### config.mk
export PLATFORM = sky130hd
export DESIGN_NAME = spi_master_p
export DESIGN_NICKNAME = d
export VERILOG_FILES = /design/src/rtl/spi_master_p.sv
export SDC_FILE = /design/constraint.sdc
export NUM_CORES = 1
export LEC_CHECK = 0
export ABC_AREA = 1
export CORE_MARGIN = 2
export CORE_UTILIZATION = 60
export DETAILED_ROUTE_END_ITERATION = 12
export DONT_BUFFER_PORTS = 1
export GPL_ROUTABILITY_DRIVEN = 1
export PLACE_DENSITY = 0.76
export SLEW_MARGIN = 20
export SYNTH_ARGS = -nofsm -noshare
export SYNTH_HDL_FRONTEND = slang
export SYNTH_SLANG_ARGS = --single-unit
### constraint.sdc
create_clock -name clk -period 5 [get_ports clk]
set_clock_uncertainty 0.1 [all_clocks]
set_input_delay 0.75 -clock clk [delete_from_list [all_inputs] [get_ports clk]]
set_output_delay 0.75 -clock clk [all_outputs]
set_load 0.01 [all_outputs]
### src/rtl/spi_master_p.sv
// SPI master with programmable SCLK divider, CPOL/CPHA, 8/16/32-bit frames
// and optional slave-select hold across consecutive transfers.
module spi_master_p #(
    parameter int NCS  = 4,
    parameter int DIVW = 8,
    localparam int CSW = (NCS > 1) ? $clog2(NCS) : 1
) (
    input  logic            clk,
    input  logic            rst,
    input  logic            start,
    input  logic [1:0]      len,
    input  logic [1:0]      mode,
    input  logic [DIVW-1:0] div,
    input  logic [CSW-1:0]  csel,
    input  logic            csHold,
    input  logic [31:0]     dataTx,
    output logic [31:0]     dataRx,
    output logic            rdy,
    input  logic            MISO,
    output logic            MOSI,
    output logic            SCLK,
    output logic [NCS-1:0]  SS_n
);

    typedef enum logic [1:0] {IDLE, LEAD, SHIFT, TRAIL} state_e;

    state_e          state_q, state_d;
    logic [1:0]      len_q, len_d;
    logic            cpol_q, cpol_d;
    logic            cpha_q, cpha_d;
    logic [DIVW-1:0] div_q, div_d;
    logic            hold_q, hold_d;
    logic [31:0]     tx_q, tx_d;
    logic [31:0]     rx_q, rx_d;
    logic [DIVW-1:0] hp_q, hp_d;
    logic [5:0]      h_q, h_d;
    logic            sclk_q, sclk_d;
    logic            mosi_q, mosi_d;
    logic [NCS-1:0]  ss_n_q, ss_n_d;
    logic [31:0]     data_rx_q, data_rx_d;

    logic            hp_end;
    logic [5:0]      last_h;
    logic [31:0]     tx_seq;
    logic [31:0]     rx_word;
    logic            edge_now;
    logic            edge_lead;

    // Bytes go out LSByte first, MSbit first: pre-order so bit 31 is always next.
    assign tx_seq = {dataTx[7:0], dataTx[15:8], dataTx[23:16], dataTx[31:24]};
    assign hp_end = (hp_q == div_q);

    always_comb begin
        last_h = 6'd63;
        case (len_q)
            2'b00:   last_h = 6'd15;
            2'b01:   last_h = 6'd31;
            default: last_h = 6'd63;
        endcase
    end

    always_comb begin
        rx_word = '0;
        case (len_q)
            2'b00:   rx_word = {24'd0, rx_q[7:0]};
            2'b01:   rx_word = {16'd0, rx_q[7:0], rx_q[15:8]};
            default: rx_word = {rx_q[7:0], rx_q[15:8], rx_q[23:16], rx_q[31:24]};
        endcase
    end

    always_comb begin
        state_d   = state_q;
        len_d     = len_q;
        cpol_d    = cpol_q;
        cpha_d    = cpha_q;
        div_d     = div_q;
        hold_d    = hold_q;
        tx_d      = tx_q;
        rx_d      = rx_q;
        hp_d      = hp_q;
        h_d       = h_q;
        sclk_d    = sclk_q;
        mosi_d    = mosi_q;
        ss_n_d    = ss_n_q;
        data_rx_d = data_rx_q;
        edge_now  = 1'b0;
        edge_lead = 1'b0;

        case (state_q)
            IDLE: begin
                sclk_d = cpol_q;
                mosi_d = 1'b1;
                if (start) begin
                    state_d = LEAD;
                    len_d   = len;
                    cpol_d  = mode[1];
                    cpha_d  = mode[0];
                    div_d   = div;
                    hold_d  = csHold;
                    hp_d    = '0;
                    h_d     = '0;
                    rx_d    = '0;
                    sclk_d  = mode[1];
                    if (mode[0]) begin
                        tx_d = tx_seq;
                    end else begin
                        mosi_d = tx_seq[31];
                        tx_d   = {tx_seq[30:0], 1'b1};
                    end
                    ss_n_d = '1;
                    if (int'(csel) < NCS) ss_n_d[csel] = 1'b0;
                end
            end
            LEAD: begin
                if (hp_end) begin
                    hp_d      = '0;
                    state_d   = SHIFT;
                    edge_now  = 1'b1;
                    edge_lead = 1'b1;
                end else begin
                    hp_d = hp_q + 1'b1;
                end
            end
            SHIFT: begin
                // Entering half-period h+1: even index is a leading SCLK edge.
                if (hp_end) begin
                    hp_d = '0;
                    if (h_q == last_h) begin
                        state_d = TRAIL;
                    end else begin
                        h_d       = h_q + 6'd1;
                        edge_now  = 1'b1;
                        edge_lead = h_q[0];
                    end
                end else begin
                    hp_d = hp_q + 1'b1;
                end
            end
            TRAIL: begin
                if (hp_end) begin
                    hp_d      = '0;
                    state_d   = IDLE;
                    mosi_d    = 1'b1;
                    data_rx_d = rx_word;
                    if (!hold_q) ss_n_d = '1;
                end else begin
                    hp_d = hp_q + 1'b1;
                end
            end
            default: state_d = IDLE;
        endcase

        if (edge_now) begin
            sclk_d = ~sclk_q;
            if (edge_lead ^ cpha_q) begin
                rx_d = {rx_q[30:0], MISO};
            end else begin
                mosi_d = tx_q[31];
                tx_d   = {tx_q[30:0], 1'b1};
            end
        end
    end

    always_ff @(posedge clk or negedge rst) begin
        if (!rst) begin
            state_q   <= IDLE;
            len_q     <= '0;
            cpol_q    <= 1'b0;
            cpha_q    <= 1'b0;
            div_q     <= '0;
            hold_q    <= 1'b0;
            tx_q      <= '0;
            rx_q      <= '0;
            hp_q      <= '0;
            h_q       <= '0;
            sclk_q    <= 1'b0;
            mosi_q    <= 1'b1;
            ss_n_q    <= '1;
            data_rx_q <= '0;
        end else begin
            state_q   <= state_d;
            len_q     <= len_d;
            cpol_q    <= cpol_d;
            cpha_q    <= cpha_d;
            div_q     <= div_d;
            hold_q    <= hold_d;
            tx_q      <= tx_d;
            rx_q      <= rx_d;
            hp_q      <= hp_d;
            h_q       <= h_d;
            sclk_q    <= sclk_d;
            mosi_q    <= mosi_d;
            ss_n_q    <= ss_n_d;
            data_rx_q <= data_rx_d;
        end
    end

    assign rdy    = (state_q == IDLE);
    assign dataRx = data_rx_q;
    assign MOSI   = mosi_q;
    assign SCLK   = sclk_q;
    assign SS_n   = ss_n_q;

endmodule
==> impl_metrics.csv <==
group,metric,value,unit
floorplan,initial_core_util,61.0,%
routing,drc_errors,0,
clock_tree,htreeDepth,4,
global_route,grt_start_max_net_pins,127,
placement,gp_congestion,0.827,
floorplan,io_pins,90,
status,outcome,"finished, final reports clean",
synth,netlist-cell-type-count,32,
clock_tree,cts-root-buf,"clkbuf_16",
floorplan,fp.dieW,111,µm
critical_path,crit_buf_inv,1,
synth,ys_ff_latch,131,
routing,routedWlPerCell,14.8,µm
finish,antennaDiodeCount,0,
critical_path,slowest_delay,0.48,ns
critical_path,critPathSlowestCell,"nand3_4",
clock_tree,cts.repair.resized,0,
critical_path,cp-startpoint,"len_q[1]",
critical_path,path_delay_family,"simple AND/OR/NAND/NOR gates",
timing,max_freq,0.272,GHz
timing,holdWs,0.0678,ns
global_route,antenna_found_initial,0,
clock_tree,numCtsBuffers,17,
routing,wl,15500,µm
floorplan,coreArea,11400,µm²
finish,drive_gt1_share,6.17,%
clock_tree,cts_num_sinks,131,
routing,met2_length,7320,µm
floorplan,fp-row-count,39,
floorplan,chipHeight,111,µm
critical_path,cp-start-kind,"flip-flop",
global_route,grt_pass1_vias,5560,
timing,rsz0062_at_grt,"false",
routing,top_layer_used,"met4",
pwr,power.internal,2460,µW
critical_path,timing.rr.start,"len_q[1]",
synth,yosys_warnings,0,
placement,hpwlAfterDp,9760,µm
global_route,grt_use_total,26.0,%
timing,post-route-min-period,3.68,ns
synth,synth_edf_count,0,
clock_tree,cts_setup_buffers,0,
synth,synth_flop_cell,"dfrtp_1",
clock_tree,cts_tree,"yes",
timing,report.final.slew_viol_count,0,
routing,viasPerCell,5.59,
timing,maxSlewHeadroom,33.9,%
global_route,grt_first_pass_wirelength,26500,µm
critical_path,criticalPathCategory,"reg -> reg",
pwr,pwr-share-seq,38.3,%
synth,synth-seq-area-share,47.4,%
timing,tightest_slew,0.990,ns
clock_tree,cts.path.max_buffers,2,
min_path,hp-class,"in -> async",
routing,firstDrtPassIters,4,
pwr,p_clk_share,32.9,%
critical_path,worstPathCellList,"inv_2 -> nand2_1 -> nand2_1 -> nor2_1 -> nand2_1 -> a21oi_4 -> nor2_8 -> nand3_4 -> nand2_4 -> nand2_2 -> nand2_1 -> nand2_1",
synth,postSynthNetCount,983,
pwr,netSwitchingPower,1450,µW
routing,ant_nets,0,
routing,drt_iter0_markers,432,
pwr,switching_share,37.2,%
pwr,powerDensity,519,nW/µm²
synth,synthArstFlopShare,100,%
critical_path,worstPathArrival,3.89,ns
synth,postSynthCellCount,925,
critical_path,cp.required,5.21,ns
pwr,vdd_drop_max,0.285,mV
routing,met1Wirelength,7050,µm
synth,syn_area,6930,µm²
run,max_cap_violations,0,
timing,finalSetupViolCount,0,
critical_path,crit_path_end_kind,"flip-flop",
critical_path,path_max_fanout,36,
synth,syn_avg_cell_area,7.49,µm²
clock_tree,clk_latency,0.42,ns
floorplan,die_area,12400,µm²
routing,vias,5878,
pwr,p_leak,0.00382,µW
finish,area_growth,8.70,%
global_route,grt_overflow_total,0,
finish,nets,953,
timing,setup_tns,0,ns
pwr,combPwrFrac,28.8,%
timing,report.final.hold_viol_count,0,
clock_tree,clk_pin_slew_worst_paths,0.06,ns
timing,fin_crit_sh,73.5,%
critical_path,cp_common_cell,"nand2_1",
placement,io_buffers,0,
routing,route.met3.wl,943,µm
==> per-stage QoR <==
| step | cell area (µm²) | power [µW] | worst slack [ns] | util [%] | cells |
|---|---|---|---|---|---|
| 5_1_grt | 7530 | 4170 | 1.02 | 66.3 | 1051 |
| 3_5_place_dp | 6900 | 2600 | 1.39 | 60.7 | 1018 |
| 3_3_place_gp | 6900 | 2540 | 1.56 | 60.7 | 1018 |
| 4_1_cts | 7530 | 3920 | 1.37 | 66.3 | 1051 |
| 6_report | 7530 | 3910 | 1.32 | 66.3 | 1051 |
| 2_1_floorplan | 6930 | 2380 | 2.90 | - | 925 |
==> synth_stat cells (13+ instances only) <==
cell type | count | area share (%)
a21oi_1 | 13 | 0.94
buf_2 | 17 | 1.2
clkbuf_1 | 29 | 1.6
dfrtp_1 | 126 | 45
inv_1 | 126 | 6.8
nand2_1 | 312 | 17
nand3_1 | 73 | 5.3
nand4_1 | 35 | 3.2
nor2_1 | 43 | 2.3
o21ai_0 | 61 | 4.4
o22ai_1 | 19 | 1.7
o31ai_1 | 18 | 1.9
==> power groups by stage <==
stage	registers (µW)	logic (µW)	clock network, µW
floorplan	1460	917	0
global placement	1500	1040	0
detailed placement	1510	1090	0
CTS	1500	1130	1290
global route	1530	1300	1340
finish	1500	1120	1290
==> metal layers <==
metal,vias up,track usage (%)
li1,2874,-
met1,2792,36.5
met2,188,39.4
met3,24,6.70
met4,0,9.96
met5,-,0
==> state kept, by name (all words and copies together) (netlist names), 2 cells and up <==
signal,count
dataRx,32
SS_n,4
tx_q,32
state_q,2
hp_q,8
div_q,8
h_q,6
rx_q,32
len_q,2
==> worst reg2reg max path, cell delays in order, from the launching register on <==
cell	delay (ns)
dfrtp_1	0.44
inv_2	0.44
nand2_1	0.10
nand2_1	0.08
nor2_1	0.04
nand2_1	0.13
a21oi_4	0.09
nor2_8	0.45
nand3_4	0.49
nand2_4	0.49
nand2_2	0.45
nand2_1	0.21
nand2_1	0.06
==> layout make-up <==
type / count / area (µm²)
clock buffers: 17 / 425
clock inverters: 15 / 183
fillers: 955 / 3830
inverters: 127 / 477
multi-input cells: 614 / 2940
flip-flops and latches: 131 / 3280
well taps: 143 / 179
repair buffers: 4 / 50.0
==> logic make-up after synthesis <==
logic type | count (synthesis) | synth area share, %
AND/OR/NAND/NOR | 480 | 29.9
buffers and inverters | 180 | 10.3
flip-flops | 131 | 47.4
AO/OA/AOI/OAI | 114 | 9.48
XOR/XNOR | 13 | 1.64
adder cells (fa/ha/maj) | 7 | 1.26
==> cell usage in the layout, fill, tap and decap left out, drive strengths merged, types with 3 or more instances in the layout <==
master	instances
inv	130
nand3	76
nor3	5
o21ai	61
buf	4
ha	7
clkbuf	17
clkinvlp	3
o22ai	19
bufinv	3
dfrtp	126
nand2	316
xnor2	5
clkinv	6
xor2	8
nand4	35
nor2	47
dfstp	5
o31ai	18
a21oi	14
==> timing repair <==
| action | 4_1_cts | 5_1_grt |
|---|---|---|
| hold endpoints to repair | 126 | 0 |
| hold buffers | 1 | 0 |
| endpoints found under the setup margin | 0 | 0 |
==> worst paths after layout <==
| path | to | slack, ns | cells after the start |
|---|---|---|---|
| worst min register to register | cpol_q | 0.39 | 2 |
| worst max-delay path | rx_q[3] | 1.32 | 12 |
| worst min-delay path | SS_n[0] | 0.07 | 0 |
| worst max register to register | rx_q[3] | 1.32 | 12 |
| max in group asynchronous | rx_q[26] | 4.15 | 1 |
| min in group clk | div_q[7] | 0.34 | 2 |
Power figures use the tool's default switching activity.
